## config.mk

```make
export PLATFORM = sky130hd
export DESIGN_NAME = mc_ctrl_flat
export DESIGN_NICKNAME = d
export VERILOG_FILES = /design/src/rtl/mc_ctrl_pkg.sv /design/src/rtl/mc_ctrl_if.sv /design/src/rtl/mc_ctrl_dec.sv /design/src/rtl/mc_ctrl.sv /design/src/flat_wrapper.sv
export SDC_FILE = /design/constraint.sdc
export NUM_CORES = 1
export LEC_CHECK = 0
export CORE_ASPECT_RATIO = 1.4
export CORE_MARGIN = 1.5
export CORE_UTILIZATION = 25
export DETAILED_ROUTE_END_ITERATION = 8
export PLACE_DENSITY = 0.6
export SLEW_MARGIN = 20
export SYNTH_ARGS = -nofsm -noshare
export SYNTH_HDL_FRONTEND = slang
export SYNTH_SLANG_ARGS = --single-unit
```

## constraint.sdc

```tcl
create_clock -name clk -period 2.18 [get_ports clk]
set_input_delay 0.436 -clock clk [delete_from_list [all_inputs] [get_ports clk]]
set_output_delay 0.436 -clock clk [all_outputs]
set_load 0.005 [all_outputs]
```

## src/rtl/mc_ctrl_pkg.sv

```systemverilog
// ---------------------------------------------------------------------------
// mc_ctrl_pkg
// Shared definitions for the multi-cycle MIPS control unit:
//   - opcode / funct constants of the 13-instruction subset
//   - ALU control codes
//   - npc_sel, reg_dst, wd_sel and ext_op encodings
//   - FSM state enumeration (codes are visible on the debug state output)
//   - instruction class enumeration produced by mc_ctrl_dec
// Optional feature macro used elsewhere in the slice: MC_CTRL_EXC_EN.
// ---------------------------------------------------------------------------
package mc_ctrl_pkg;

    // Opcodes (IR[31:26])
    localparam logic [5:0] OP_RTYPE = 6'b000000;
    localparam logic [5:0] OP_J     = 6'b000010;
    localparam logic [5:0] OP_JAL   = 6'b000011;
    localparam logic [5:0] OP_BEQ   = 6'b000100;
    localparam logic [5:0] OP_ADDI  = 6'b001000;
    localparam logic [5:0] OP_ADDIU = 6'b001001;
    localparam logic [5:0] OP_ORI   = 6'b001101;
    localparam logic [5:0] OP_LUI   = 6'b001111;
    localparam logic [5:0] OP_LW    = 6'b100011;
    localparam logic [5:0] OP_SW    = 6'b101011;

    // R-type function codes (IR[5:0])
    localparam logic [5:0] FN_JR    = 6'b001000;
    localparam logic [5:0] FN_ADDU  = 6'b100001;
    localparam logic [5:0] FN_SUBU  = 6'b100011;
    localparam logic [5:0] FN_SLT   = 6'b101010;

    // ALU operations
    typedef enum logic [3:0] {
        ALU_ADDU = 4'd0,
        ALU_SUBU = 4'd1,
        ALU_OR   = 4'd2,
        ALU_BB   = 4'd3,   // pass operand B
        ALU_AA   = 4'd4,   // pass operand A
        ALU_ADD  = 4'd5,   // signed add (overflow-trapping in the ALU)
        ALU_LT   = 4'd6    // signed set-less-than
    } alu_ctrl_e;

    // Next-PC source
    localparam logic [2:0] NPC_PC4    = 3'b000;
    localparam logic [2:0] NPC_BRANCH = 3'b001;
    localparam logic [2:0] NPC_JAL    = 3'b010;
    localparam logic [2:0] NPC_J      = 3'b011;
    localparam logic [2:0] NPC_RS     = 3'b100;
    localparam logic [2:0] NPC_EXC    = 3'b101;

    // Register file destination
    localparam logic [1:0] RD_RT = 2'b00;
    localparam logic [1:0] RD_RD = 2'b01;
    localparam logic [1:0] RD_RA = 2'b10;

    // Register file write-data source
    localparam logic [1:0] WD_ALU = 2'b00;
    localparam logic [1:0] WD_MDR = 2'b01;
    localparam logic [1:0] WD_PC4 = 2'b10;

    // Immediate extension
    localparam logic [1:0] EXT_ZERO = 2'b00;
    localparam logic [1:0] EXT_SIGN = 2'b01;
    localparam logic [1:0] EXT_LUI  = 2'b10;

    // FSM states; EXC is only ever entered when MC_CTRL_EXC_EN is defined
    typedef enum logic [2:0] {
        S_FETCH  = 3'd0,
        S_DECODE = 3'd1,
        S_EXEC   = 3'd2,
        S_MEM    = 3'd3,
        S_WB     = 3'd4,
        S_EXC    = 3'd5
    } state_e;

    // Instruction class as seen by the sequencer
    typedef enum logic [3:0] {
        CLS_ILLEGAL = 4'd0,
        CLS_RALU    = 4'd1,   // addu, subu, slt
        CLS_JR      = 4'd2,
        CLS_IMM     = 4'd3,   // ori, lui, addi, addiu
        CLS_LW      = 4'd4,
        CLS_SW      = 4'd5,
        CLS_BEQ     = 4'd6,
        CLS_J       = 4'd7,
        CLS_JAL     = 4'd8
    } instr_cls_e;

    // Classes whose result is written back in the WB state
    function automatic logic needs_wb(input instr_cls_e cls);
        return (cls == CLS_RALU) || (cls == CLS_IMM) || (cls == CLS_LW);
    endfunction

endpackage

```

## src/rtl/mc_ctrl_if.sv

```systemverilog
// ---------------------------------------------------------------------------
// mc_ctrl_if
// Bundle between the multi-cycle controller and its datapath/memories.
//   master : the controller (consumes IR fields, zero and ready flags;
//            drives strobes, selects and debug outputs)
//   slave  : the datapath side (the opposite directions)
// Optional macro: MC_CTRL_EXC_EN adds the epc_write strobe.
//
// Handshake: both memories use a ready-only handshake. The request is
// implicit in FETCH for instruction memory and is mem_read/mem_write for
// data memory; the request is held unchanged every cycle until the
// responder raises imem_ready/dmem_ready, and the transfer completes at the
// clock edge that samples ready=1. A wait timeout may withdraw a request
// in the cycle it fires, unless ready is high in that same cycle.
// ---------------------------------------------------------------------------
interface mc_ctrl_if;
    logic [5:0] opcode;
    logic [5:0] funct;
    logic       zero;
    logic       imem_ready;
    logic       dmem_ready;

    logic       pc_write;
    logic       ir_write;
    logic       reg_write;
    logic       mem_read;
    logic       mem_write;
    logic       alu_src;
    logic [1:0] reg_dst;
    logic [1:0] wd_sel;
    logic [2:0] npc_sel;
    logic [1:0] ext_op;
    logic [3:0] alu_ctrl;
    logic [2:0] state;
    logic       illegal;
    logic       bus_err;
`ifdef MC_CTRL_EXC_EN
    logic       epc_write;
`endif

`ifdef MC_CTRL_EXC_EN
    modport master (
        input  opcode, funct, zero, imem_ready, dmem_ready,
        output pc_write, ir_write, reg_write, mem_read, mem_write, alu_src,
               reg_dst, wd_sel, npc_sel, ext_op, alu_ctrl, state,
               illegal, bus_err, epc_write
    );
    modport slave (
        output opcode, funct, zero, imem_ready, dmem_ready,
        input  pc_write, ir_write, reg_write, mem_read, mem_write, alu_src,
               reg_dst, wd_sel, npc_sel, ext_op, alu_ctrl, state,
               illegal, bus_err, epc_write
    );
`else
    modport master (
        input  opcode, funct, zero, imem_ready, dmem_ready,
        output pc_write, ir_write, reg_write, mem_read, mem_write, alu_src,
               reg_dst, wd_sel, npc_sel, ext_op, alu_ctrl, state,
               illegal, bus_err
    );
    modport slave (
        output opcode, funct, zero, imem_ready, dmem_ready,
        input  pc_write, ir_write, reg_write, mem_read, mem_write, alu_src,
               reg_dst, wd_sel, npc_sel, ext_op, alu_ctrl, state,
               illegal, bus_err
    );
`endif
endinterface

```

## src/rtl/mc_ctrl_dec.sv

```systemverilog
// ---------------------------------------------------------------------------
// mc_ctrl_dec
// Purely combinational instruction decode shared by the sequencer.
//   opcode, funct : IR fields
//   cls           : instruction class (CLS_ILLEGAL for anything undecodable)
//   alu_ctrl      : ALU operation used in EXEC
//   ext_op        : immediate extension used in EXEC
//   alu_src       : 1 selects the extended immediate as ALU operand B
// ---------------------------------------------------------------------------
module mc_ctrl_dec
    import mc_ctrl_pkg::*;
(
    input  logic [5:0] opcode,
    input  logic [5:0] funct,
    output instr_cls_e cls,
    output alu_ctrl_e  alu_ctrl,
    output logic [1:0] ext_op,
    output logic       alu_src
);

    always_comb begin
        cls      = CLS_ILLEGAL;
        alu_ctrl = ALU_ADDU;
        ext_op   = EXT_ZERO;
        alu_src  = 1'b0;
        case (opcode)
            OP_RTYPE: begin
                case (funct)
                    FN_ADDU: begin cls = CLS_RALU; alu_ctrl = ALU_ADDU; end
                    FN_SUBU: begin cls = CLS_RALU; alu_ctrl = ALU_SUBU; end
                    FN_SLT:  begin cls = CLS_RALU; alu_ctrl = ALU_LT;   end
                    FN_JR:   cls = CLS_JR;
                    default: cls = CLS_ILLEGAL;
                endcase
            end
            OP_ORI: begin
                cls = CLS_IMM; alu_ctrl = ALU_OR;   ext_op = EXT_ZERO; alu_src = 1'b1;
            end
            OP_LUI: begin
                // The extender already places imm in the upper half; ALU passes B.
                cls = CLS_IMM; alu_ctrl = ALU_BB;   ext_op = EXT_LUI;  alu_src = 1'b1;
            end
            OP_ADDI: begin
                cls = CLS_IMM; alu_ctrl = ALU_ADD;  ext_op = EXT_SIGN; alu_src = 1'b1;
            end
            OP_ADDIU: begin
                cls = CLS_IMM; alu_ctrl = ALU_ADDU; ext_op = EXT_SIGN; alu_src = 1'b1;
            end
            OP_LW: begin
                cls = CLS_LW;  alu_ctrl = ALU_ADDU; ext_op = EXT_SIGN; alu_src = 1'b1;
            end
            OP_SW: begin
                cls = CLS_SW;  alu_ctrl = ALU_ADDU; ext_op = EXT_SIGN; alu_src = 1'b1;
            end
            OP_BEQ: begin
                // Compare by subtraction; the zero flag decides the branch.
                cls = CLS_BEQ; alu_ctrl = ALU_SUBU; ext_op = EXT_SIGN; alu_src = 1'b0;
            end
            OP_J:    cls = CLS_J;
            OP_JAL:  cls = CLS_JAL;
            default: cls = CLS_ILLEGAL;
        endcase
    end

endmodule

```

## src/rtl/mc_ctrl.sv

```systemverilog
// ---------------------------------------------------------------------------
// mc_ctrl
// Multi-cycle MIPS control unit: sequences each instruction through
// FETCH / DECODE / EXEC / MEM / WB and drives the shared-ALU,
// single-memory-port datapath.
//   clk, rst : clock and synchronous active-high reset
//   bus      : mc_ctrl_if.master -- IR fields, zero flag, memory ready
//              flags in; strobes, selects, debug state, illegal and
//              bus_err pulses out
// Parameters:
//   WAIT_W      : width of the saturating memory wait counter
//   MEM_TIMEOUT : wait cycles tolerated in FETCH or MEM before aborting
//                 the instruction with bus_err; 0 disables the timeout
// Optional macro MC_CTRL_EXC_EN: illegal instructions enter EXC, which
// loads the exception vector and raises epc_write for one cycle. Without
// it, illegal instructions are skipped like a NOP.
// ---------------------------------------------------------------------------
module mc_ctrl
    import mc_ctrl_pkg::*;
#(
    parameter int WAIT_W      = 8,
    parameter int MEM_TIMEOUT = 0
) (
    input  logic      clk,
    input  logic      rst,
    mc_ctrl_if.master bus
);

    localparam logic [WAIT_W-1:0] WAIT_MAX = {WAIT_W{1'b1}};

    state_e            state_q, state_d;
    logic [WAIT_W-1:0] wait_q,  wait_d;

    instr_cls_e cls;
    alu_ctrl_e  dec_alu_ctrl;
    logic [1:0] dec_ext_op;
    logic       dec_alu_src;

    logic       pc_write, ir_write, reg_write, mem_read, mem_write, alu_src;
    logic [1:0] reg_dst, wd_sel, ext_op;
    logic [2:0] npc_sel;
    alu_ctrl_e  alu_ctrl;
    logic       illegal, bus_err, epc_write;
    logic       timeout_hit;
    logic [WAIT_W-1:0] wait_inc;

    mc_ctrl_dec u_dec (
        .opcode   (bus.opcode),
        .funct    (bus.funct),
        .cls      (cls),
        .alu_ctrl (dec_alu_ctrl),
        .ext_op   (dec_ext_op),
        .alu_src  (dec_alu_src)
    );

    // Counter never wraps, so a long stall cannot alias back below the limit.
    assign wait_inc    = (wait_q == WAIT_MAX) ? wait_q : wait_q + WAIT_W'(1);
    assign timeout_hit = (MEM_TIMEOUT != 0) && (int'(wait_q) >= MEM_TIMEOUT);

    always_ff @(posedge clk) begin
        if (rst) begin
            state_q <= S_FETCH;
            wait_q  <= '0;
        end else begin
            state_q <= state_d;
            wait_q  <= wait_d;
        end
    end

    always_comb begin
        state_d   = state_q;
        wait_d    = '0;         // cleared on every state change or abort
        pc_write  = 1'b0;
        ir_write  = 1'b0;
        reg_write = 1'b0;
        mem_read  = 1'b0;
        mem_write = 1'b0;
        alu_src   = 1'b0;
        reg_dst   = RD_RT;
        wd_sel    = WD_ALU;
        npc_sel   = NPC_PC4;
        ext_op    = EXT_ZERO;
        alu_ctrl  = ALU_ADDU;
        illegal   = 1'b0;
        bus_err   = 1'b0;
        epc_write = 1'b0;

        case (state_q)
            S_FETCH: begin
                if (bus.imem_ready) begin
                    // Load IR and advance PC to PC+4 on the same edge.
                    ir_write = 1'b1;
                    pc_write = 1'b1;
                    npc_sel  = NPC_PC4;
                    state_d  = S_DECODE;
                end else if (timeout_hit) begin
                    bus_err  = 1'b1;
                    state_d  = S_FETCH;
                end else begin
                    wait_d   = wait_inc;
                end
            end

            S_DECODE: begin
                if (cls == CLS_ILLEGAL) begin
                    illegal = 1'b1;
`ifdef MC_CTRL_EXC_EN
                    state_d = S_EXC;
`else
                    state_d = S_FETCH;
`endif
                end else begin
                    state_d = S_EXEC;
                end
            end

            S_EXEC: begin
                alu_src  = dec_alu_src;
                ext_op   = dec_ext_op;
                alu_ctrl = dec_alu_ctrl;
                case (cls)
                    CLS_RALU, CLS_IMM: state_d = S_WB;
                    CLS_LW, CLS_SW:    state_d = S_MEM;
                    CLS_BEQ: begin
                        pc_write = bus.zero;
                        npc_sel  = NPC_BRANCH;
                        state_d  = S_FETCH;
                    end
                    CLS_J: begin
                        pc_write = 1'b1;
                        npc_sel  = NPC_J;
                        state_d  = S_FETCH;
                    end
                    CLS_JR: begin
                        pc_write = 1'b1;
                        npc_sel  = NPC_RS;
                        state_d  = S_FETCH;
                    end
                    CLS_JAL: begin
                        // PC still holds PC+4 here, so the link value is ready.
                        pc_write  = 1'b1;
                        npc_sel   = NPC_JAL;
                        reg_write = 1'b1;
                        reg_dst   = RD_RA;
                        wd_sel    = WD_PC4;
                        state_d   = S_FETCH;
                    end
                    default: state_d = S_FETCH;
                endcase
            end

            S_MEM: begin
                if (bus.dmem_ready) begin
                    // Ready beats a same-cycle timeout.
                    mem_read  = (cls == CLS_LW);
                    mem_write = (cls == CLS_SW);
                    state_d   = needs_wb(cls) ? S_WB : S_FETCH;
                end else if (timeout_hit) begin
                    bus_err   = 1'b1;
                    state_d   = S_FETCH;
                end else begin
                    mem_read  = (cls == CLS_LW);
                    mem_write = (cls == CLS_SW);
                    wait_d    = wait_inc;
                end
            end

            S_WB: begin
                reg_write = 1'b1;
                reg_dst   = (cls == CLS_RALU) ? RD_RD : RD_RT;
                wd_sel    = (cls == CLS_LW) ? WD_MDR : WD_ALU;
                state_d   = S_FETCH;
            end

`ifdef MC_CTRL_EXC_EN
            S_EXC: begin
                pc_write  = 1'b1;
                npc_sel   = NPC_EXC;
                epc_write = 1'b1;
                state_d   = S_FETCH;
            end
`endif

            default: state_d = S_FETCH;
        endcase

        // An instruction caught by reset must not write anything.
        if (rst) begin
            pc_write  = 1'b0;
            ir_write  = 1'b0;
            reg_write = 1'b0;
            mem_read  = 1'b0;
            mem_write = 1'b0;
            alu_src   = 1'b0;
            reg_dst   = RD_RT;
            wd_sel    = WD_ALU;
            npc_sel   = NPC_PC4;
            ext_op    = EXT_ZERO;
            alu_ctrl  = ALU_ADDU;
            illegal   = 1'b0;
            bus_err   = 1'b0;
            epc_write = 1'b0;
        end
    end

    assign bus.pc_write  = pc_write;
    assign bus.ir_write  = ir_write;
    assign bus.reg_write = reg_write;
    assign bus.mem_read  = mem_read;
    assign bus.mem_write = mem_write;
    assign bus.alu_src   = alu_src;
    assign bus.reg_dst   = reg_dst;
    assign bus.wd_sel    = wd_sel;
    assign bus.npc_sel   = npc_sel;
    assign bus.ext_op    = ext_op;
    assign bus.alu_ctrl  = alu_ctrl;
    assign bus.state     = state_q;
    assign bus.illegal   = illegal;
    assign bus.bus_err   = bus_err;
`ifdef MC_CTRL_EXC_EN
    assign bus.epc_write = epc_write;
`else
    logic unused_epc;
    assign unused_epc = epc_write;
`endif

endmodule

```

## src/flat_wrapper.sv

```systemverilog
// flat-port wrapper written by rule: the top's interface ports become plain ports
module mc_ctrl_flat import mc_ctrl_pkg::*;
#(
    parameter int WAIT_W      = 8,
    parameter int MEM_TIMEOUT = 0
)
  (clk, rst, bus_opcode, bus_funct, bus_zero, bus_imem_ready, bus_dmem_ready, bus_pc_write, bus_ir_write, bus_reg_write, bus_mem_read, bus_mem_write, bus_alu_src, bus_reg_dst, bus_wd_sel, bus_npc_sel, bus_ext_op, bus_alu_ctrl, bus_state, bus_illegal, bus_bus_err);
  mc_ctrl_if bus_i ();
  input  logic clk;
  input  logic rst;
  input wire logic [$bits(bus_i.opcode)-1:0] bus_opcode;
  input wire logic [$bits(bus_i.funct)-1:0] bus_funct;
  input wire logic [$bits(bus_i.zero)-1:0] bus_zero;
  input wire logic [$bits(bus_i.imem_ready)-1:0] bus_imem_ready;
  input wire logic [$bits(bus_i.dmem_ready)-1:0] bus_dmem_ready;
  output wire logic [$bits(bus_i.pc_write)-1:0] bus_pc_write;
  output wire logic [$bits(bus_i.ir_write)-1:0] bus_ir_write;
  output wire logic [$bits(bus_i.reg_write)-1:0] bus_reg_write;
  output wire logic [$bits(bus_i.mem_read)-1:0] bus_mem_read;
  output wire logic [$bits(bus_i.mem_write)-1:0] bus_mem_write;
  output wire logic [$bits(bus_i.alu_src)-1:0] bus_alu_src;
  output wire logic [$bits(bus_i.reg_dst)-1:0] bus_reg_dst;
  output wire logic [$bits(bus_i.wd_sel)-1:0] bus_wd_sel;
  output wire logic [$bits(bus_i.npc_sel)-1:0] bus_npc_sel;
  output wire logic [$bits(bus_i.ext_op)-1:0] bus_ext_op;
  output wire logic [$bits(bus_i.alu_ctrl)-1:0] bus_alu_ctrl;
  output wire logic [$bits(bus_i.state)-1:0] bus_state;
  output wire logic [$bits(bus_i.illegal)-1:0] bus_illegal;
  output wire logic [$bits(bus_i.bus_err)-1:0] bus_bus_err;
  assign bus_i.opcode = bus_opcode;
  assign bus_i.funct = bus_funct;
  assign bus_i.zero = bus_zero;
  assign bus_i.imem_ready = bus_imem_ready;
  assign bus_i.dmem_ready = bus_dmem_ready;
  assign bus_pc_write = bus_i.pc_write;
  assign bus_ir_write = bus_i.ir_write;
  assign bus_reg_write = bus_i.reg_write;
  assign bus_mem_read = bus_i.mem_read;
  assign bus_mem_write = bus_i.mem_write;
  assign bus_alu_src = bus_i.alu_src;
  assign bus_reg_dst = bus_i.reg_dst;
  assign bus_wd_sel = bus_i.wd_sel;
  assign bus_npc_sel = bus_i.npc_sel;
  assign bus_ext_op = bus_i.ext_op;
  assign bus_alu_ctrl = bus_i.alu_ctrl;
  assign bus_state = bus_i.state;
  assign bus_illegal = bus_i.illegal;
  assign bus_bus_err = bus_i.bus_err;
  mc_ctrl #(.WAIT_W(WAIT_W), .MEM_TIMEOUT(MEM_TIMEOUT)) u_core (.clk(clk), .rst(rst), .bus(bus_i));
endmodule
```

# Yosys cells after proc, flatten, opt, wreduce, memory -nomap -nowiden
# Cells that the tools add are included.
[op_classes] mux=44 n_eq_ne=27 n_reduce_logical=13
[ops] op="$eq 6x4->1 const B" count=5
[ops] op="$eq 6x6->1 const B" count=5
[ops] op="$pmux 4 s7" count=1
[ops] op="$pmux 3 s4" count=2
[ops] op="$mux 3" count=7
[ops] op="$mux 1" count=18
[ops] op="$eq 4x3->1 const B" count=4
[ops] op="$pmux 2 s2" count=4
[ops] op="$pmux 3 s5" count=1
[ops] op="$eq 6x2->1 const B" count=2
[ops] op="$mux 2" count=6
[ops] op="$pmux 3 s2" count=2
[ops] op="$eq 4x2->1 const B" count=2
[ops] op="$eq 3x2->1 const B" count=2
[ops] op="$eq 6x3->1 const B" count=1
[ops] op="$logic_not 6->1" count=1
[ops] op="$pmux 1 s2" count=3
[ops] op="$reduce_or 3->1" count=2
[ops] op="$reduce_or 6->1" count=1
[ops] op="$reduce_or 5->1" count=1
[ops] op="$eq 4x1->1 const B" count=1
[ops] op="$eq 4x4->1 const B" count=1
[ops] op="$logic_not 4->1" count=1
[ops] op="$ne 2x2->1 const B" count=2
[ops] op="other kinds (7)" count=9
[word_totals] in_bits=17 word_cells=85 ff_bits=3 out_inout_bits=24

# Logic depth before layout (Yosys ltp)
[logic_depth] depth_word=10 mapped_depth=7 depth_no_buf=5

# Cells and area by module
# Synthesis repeated with hierarchy kept, for this count alone.
[hier_totals] cells_unflattened=120 hier_area_um2=798.3
[modules_own_cells] mod="mc_ctrl" instances=1 cells_each=57 area_each_um2=410.4
[modules_own_cells] mod="mc_ctrl_dec" instances=1 cells_each=63 area_each_um2=387.9

# Worst setup path after synthesis
# Ideal clock, no wire load.
[synth_timing] path_type="input to output" from="input port bus_opcode[3]" to="output port bus_reg_dst[0]" stages=6 required_ps=1744 arrival_ps=1537 n_path_buf=1 path_slack_ps=207 cell_sequence="buf_2 nand4b_1 a21o_1 a31oi_2 o21bai_2 nor4b_2"
[synth_between] elab_chain_len=7
[synth_lines] element="start: declaration" line="flat_wrapper.sv:11" source="input wire logic [$bits(bus_i.opcode)-1:0] bus_opcode;"
[synth_lines] element="$eq 6x4->1" line="mc_ctrl_dec.sv:26" source="case (opcode)"
[synth_lines] element="$reduce_or 4->1 (no source line)"
[synth_lines] element="$pmux 4 s7 (*)" line="mc_ctrl_dec.sv:26"
[synth_lines] element="$eq 4x1->1 (*)" line="mc_ctrl.sv:170" source="reg_dst = (cls == CLS_RALU) ? RD_RD : RD_RT;"
[synth_lines] element="$mux 1 (*)" line="mc_ctrl.sv:170"
[synth_lines] element="$pmux 2 s2 (*)" line="mc_ctrl.sv:88" source="case (state_q)"
[synth_lines] element="$mux 2 (*)" line="mc_ctrl.sv:188" source="if (rst) begin"
[synth_lines] element="end: declaration" line="flat_wrapper.sv:22" source="output wire logic [$bits(bus_i.reg_dst)-1:0] bus_reg_dst;"
# Mark *: on every way between the ends. The rest lies on a longest branch, timed or not.

# Worst setup path after layout
[layout_timing] from="input port bus_opcode[0]" to="output port bus_pc_write"
[layout_between] elab_chain_len=8
[layout_lines] element="$eq 6x4->1" line="mc_ctrl_dec.sv:26"
[layout_lines] element="$reduce_or 4->1 (no source line)"
[layout_lines] element="$pmux 4 s7 (*)" line="mc_ctrl_dec.sv:26"
[layout_lines] element="$eq 4x3->1 (tied with other cells)" line="mc_ctrl.sv:121" source="case (cls)"
[layout_lines] element="$reduce_or 3->1 (no source line)"
[layout_lines] element="$pmux 1 s2 (*)" line="mc_ctrl.sv:121"
[layout_lines] element="$pmux 1 s2 (*)" line="mc_ctrl.sv:88"
[layout_lines] element="$mux 1 (*)" line="mc_ctrl.sv:188"
[layout_lines] element="end: declaration" line="flat_wrapper.sv:16" source="output wire logic [$bits(bus_i.pc_write)-1:0] bus_pc_write;"
# Marked as above.

==> impl_metrics.ini <==
[run_status]
result_of_the_run = finished with violations
violations = setup timing

[timing]
post-route-period-util_pct = 100
final_worst_path_setup_slack_ns = -0.00647
clock.fmax_mhz = 457
maxSlewViolCount = 0
rsz_0062_raised_after_global_routing = true
setup_violations = 1
hold_viol = 0
post-route-min-period_ns = 2.19
hold-worst-slack_ns = 0.658
finalSetupTns_ns = -0.00647
fin_worst_skew_ns = 0.00151

[power]
switching_share_pct = 31.4
sequential_power_share_pct = 14.0
peakVddDrop_uv = 570
clkPwrFrac_pct = 38.1
powerDensity_mw_per_mm2 = 241
power_report.internal_total_uw = 282
power.net_switching_uw = 129
power.total_uw = 411
leakage_nw = 0.780
comb_power_share_pct = 47.8

[place]
place.detailed.hpwl_um = 2400
placement.cell_area_mm2 = 0.00146
port_buffer_count = 38
gp_congestion = 0.876
dpl.cell_count = 226

[clock_network]
ctsRootBufferMaster = sky130_fd_sc_hd__clkbuf_8
cts.hold.buffers_added = 0
cts_tree = yes
max-clock-path-buffers = 2
clkSlewWorstSetupHoldPaths_ns = 0.03
clock_tree.htree_level_count = 1
clock_insertion_delay_worst_skew_ns = 0.21
clkSinkCount = 3
tritoncts_buffers = 3

[synthesis]
synth_sequential_area_ratio_pct = 7.68
yosys.area.top_type = sky130_fd_sc_hd__nor2_1
synth.yosys.warnings = 0
ys_seq_elements = 3
ys_top_cells_by_count = 18 x sky130_fd_sc_hd__nor2_1, 12 x sky130_fd_sc_hd__nand2_1, 7 x sky130_fd_sc_hd__a21oi_1
synthMostInstantiatedCell = sky130_fd_sc_hd__nor2_1
post-synth-top-area-fraction_pct = 8.64
synth_enable_flop_cells = 0
synth.avg_cell_area_um2 = 6.57
synthFlopType = sky130_fd_sc_hd__dfxtp_1
async_set_reset_flop_share_out_of_synthesis_pct = 0
synth_cell_type_count = 47
synthesis.instances = 119
mappedNetlistArea_um2 = 782
biggest_area_contributors_in_the_synthesized_netlist = sky130_fd_sc_hd__nor2_1 8.6%, sky130_fd_sc_hd__dfxtp_1 7.7%, sky130_fd_sc_hd__nand2_1 5.8%

[setup_path]
timing.critical_path.from = bus_opcode[0]
crit_required_ns = 1.74
timing.critical_path.to_type = output port
crit_path_max_fanout = 5
reg2reg_setup_slack_ns = 0.89
timing.critical_path.from_type = input pin
worst-r2r-cell-count = 7
crit-reg2reg-capture = u_core.bus.state[1]
r2r_start = u_core.bus.state[0]
setup.worst_path.class = input pin to output port
worstPathArrival_ns = 1.75

[grt]
globalRouteOverflowTotal = 0
gr-usage-all-layers_pct = 19.0
pin_count_of_the_biggest_net_entering_global_routing = 11
grt_pass1_vias = 1219
grt_antenna_before_repair = 0
grt_first_pass_wirelength_um = 5380

[floorplan]
initial_core_util_pct = 26.6
placementRows = 23
chipWidth_um = 50.3
floorplan.io_pins = 41
fp.dieH_um = 69.2
design.core.area_mm2 = 0.00294
floorplan.die_area_mm2 = 0.00348

[worst_hold_path]
instance_count_along_the_most_critical_hold_path = 3
worstHoldEndpoint = u_core.bus.state[2]
launch_point_of_the_worst_hold_path = rst
hold_path_class = input pin to flop

[drt]
drt_first_pass_iters = 4
post_detailed_routing_wire_length_um = 3300
drt-vias-per-instance = 5.03
wire_per_inst_um = 13.6
final_antenna_net_count = 0
via_count = 1217
drt_first_iter_violations = 23
drc = 0

[final_layout]
ant_cells = 0
layout_cell_share_with_drive_strength_beyond_1_pct = 51.7
flow.area_growth_from_synthesis_pct = 118
final_cell_count_no_fill = 242
largest_register_ffs = 3
nets = 223
non_filler_cell_area_final_mm2 = 0.00170

[job]
timing.max_cap.violations = 0
## layout make-up
cell class	count	area (um2)
Clock buffer	4	45.0
Fill cell	288	1230
Inverter	2	7.51
Multi-Input combinational cell	105	817
Sequential cell	3	60.1
Tap cell	37	46.3
Timing Repair Buffer	91	728
## per-layer routing
layer  global-route usage (%)  routed length, um  up-vias  share of wire (%)
li1                         -                  -      605                  -
met1                     20.4               1290      572                 39
met2                     36.4               1840       34                 56
met3                     3.23                125        6                3.8
met4                     4.63                 50        0                1.5
met5                        0                  0        -                  0
## critical path, stage by stage
cell and delay, ns:
sky130_fd_sc_hd__buf_6 0.10, sky130_fd_sc_hd__buf_8 0.13, sky130_fd_sc_hd__nor3_4 0.27, sky130_fd_sc_hd__and2_4 0.21
sky130_fd_sc_hd__nand3_4 0.06, sky130_fd_sc_hd__a211o_1 0.30, sky130_fd_sc_hd__o21ai_1 0.13, sky130_fd_sc_hd__buf_2 0.12
## cells in the final DEF, fill, tap and decap left out, types with 5 or more instances in the layout
master | synthesis | layout
sky130_fd_sc_hd__buf_4 | 3 | 49
sky130_fd_sc_hd__nor2_1 | 18 | 12
sky130_fd_sc_hd__nand2_1 | 12 | 12
sky130_fd_sc_hd__dlygate4sd2_1 | 0 | 10
sky130_fd_sc_hd__buf_2 | 5 | 7
sky130_fd_sc_hd__clkdlybuf4s50_1 | 0 | 6
sky130_fd_sc_hd__nor2_2 | 0 | 5
sky130_fd_sc_hd__nand3b_1 | 5 | 5
sky130_fd_sc_hd__a21oi_1 | 7 | 5
sky130_fd_sc_hd__buf_6 | 1 | 5
## what timing repair did
item | 4_1_cts | 5_1_grt
pin swaps | 22 | 20
endpoints found under the setup margin | 20 | 14
cloned | 1 | 0
gates resized for setup | 99 | 31
setup buffers | 9 | 2
## metrics by stage
step | utilization (%) | setup WS (ns)
detailed placement | 49.7 | -0.895
global placement | 49.7 | -0.848
global route | 58.1 | -0.0931
CTS | 55.0 | -0.0721
floorplan | - | 0.207
finish | 58.1 | -0.00647
## how the worst max path moves through the flow
stage	to	slack, ns	depth (start not counted)
after CTS	bus_pc_write	-0.07	8
after floorplan	bus_reg_dst[0]	0.21	6
after detailed placement	bus_illegal	-0.90	8
final	bus_pc_write	-0.006	8
after global placement	bus_reg_dst[0]	-0.85	8
after global routing	bus_pc_write	-0.09	8
## cell families after synthesis
| family | count (synthesis) | share of synthesized area [%] |
|---|---|---|
| buf+inv | 12 | 8.96 |
| xor+xnor | 2 | 2.24 |
| other cells | 1 | 0.480 |
| compound gates | 28 | 25.6 |
| flops | 3 | 7.68 |
| simple gates | 71 | 52.3 |
| mux | 2 | 2.72 |
## power groups by stage
stage | clock network (mW) | registers [mW] | logic, mW
global placement | 0 | 0.0581 | 0.161
floorplan | 0 | 0.0591 | 0.0719
global route | 0.169 | 0.0580 | 0.212
CTS | 0.157 | 0.0578 | 0.178
finish | 0.157 | 0.0577 | 0.197
detailed placement | 0 | 0.0583 | 0.165
Note: power is estimated with default switching activity, not from simulation.
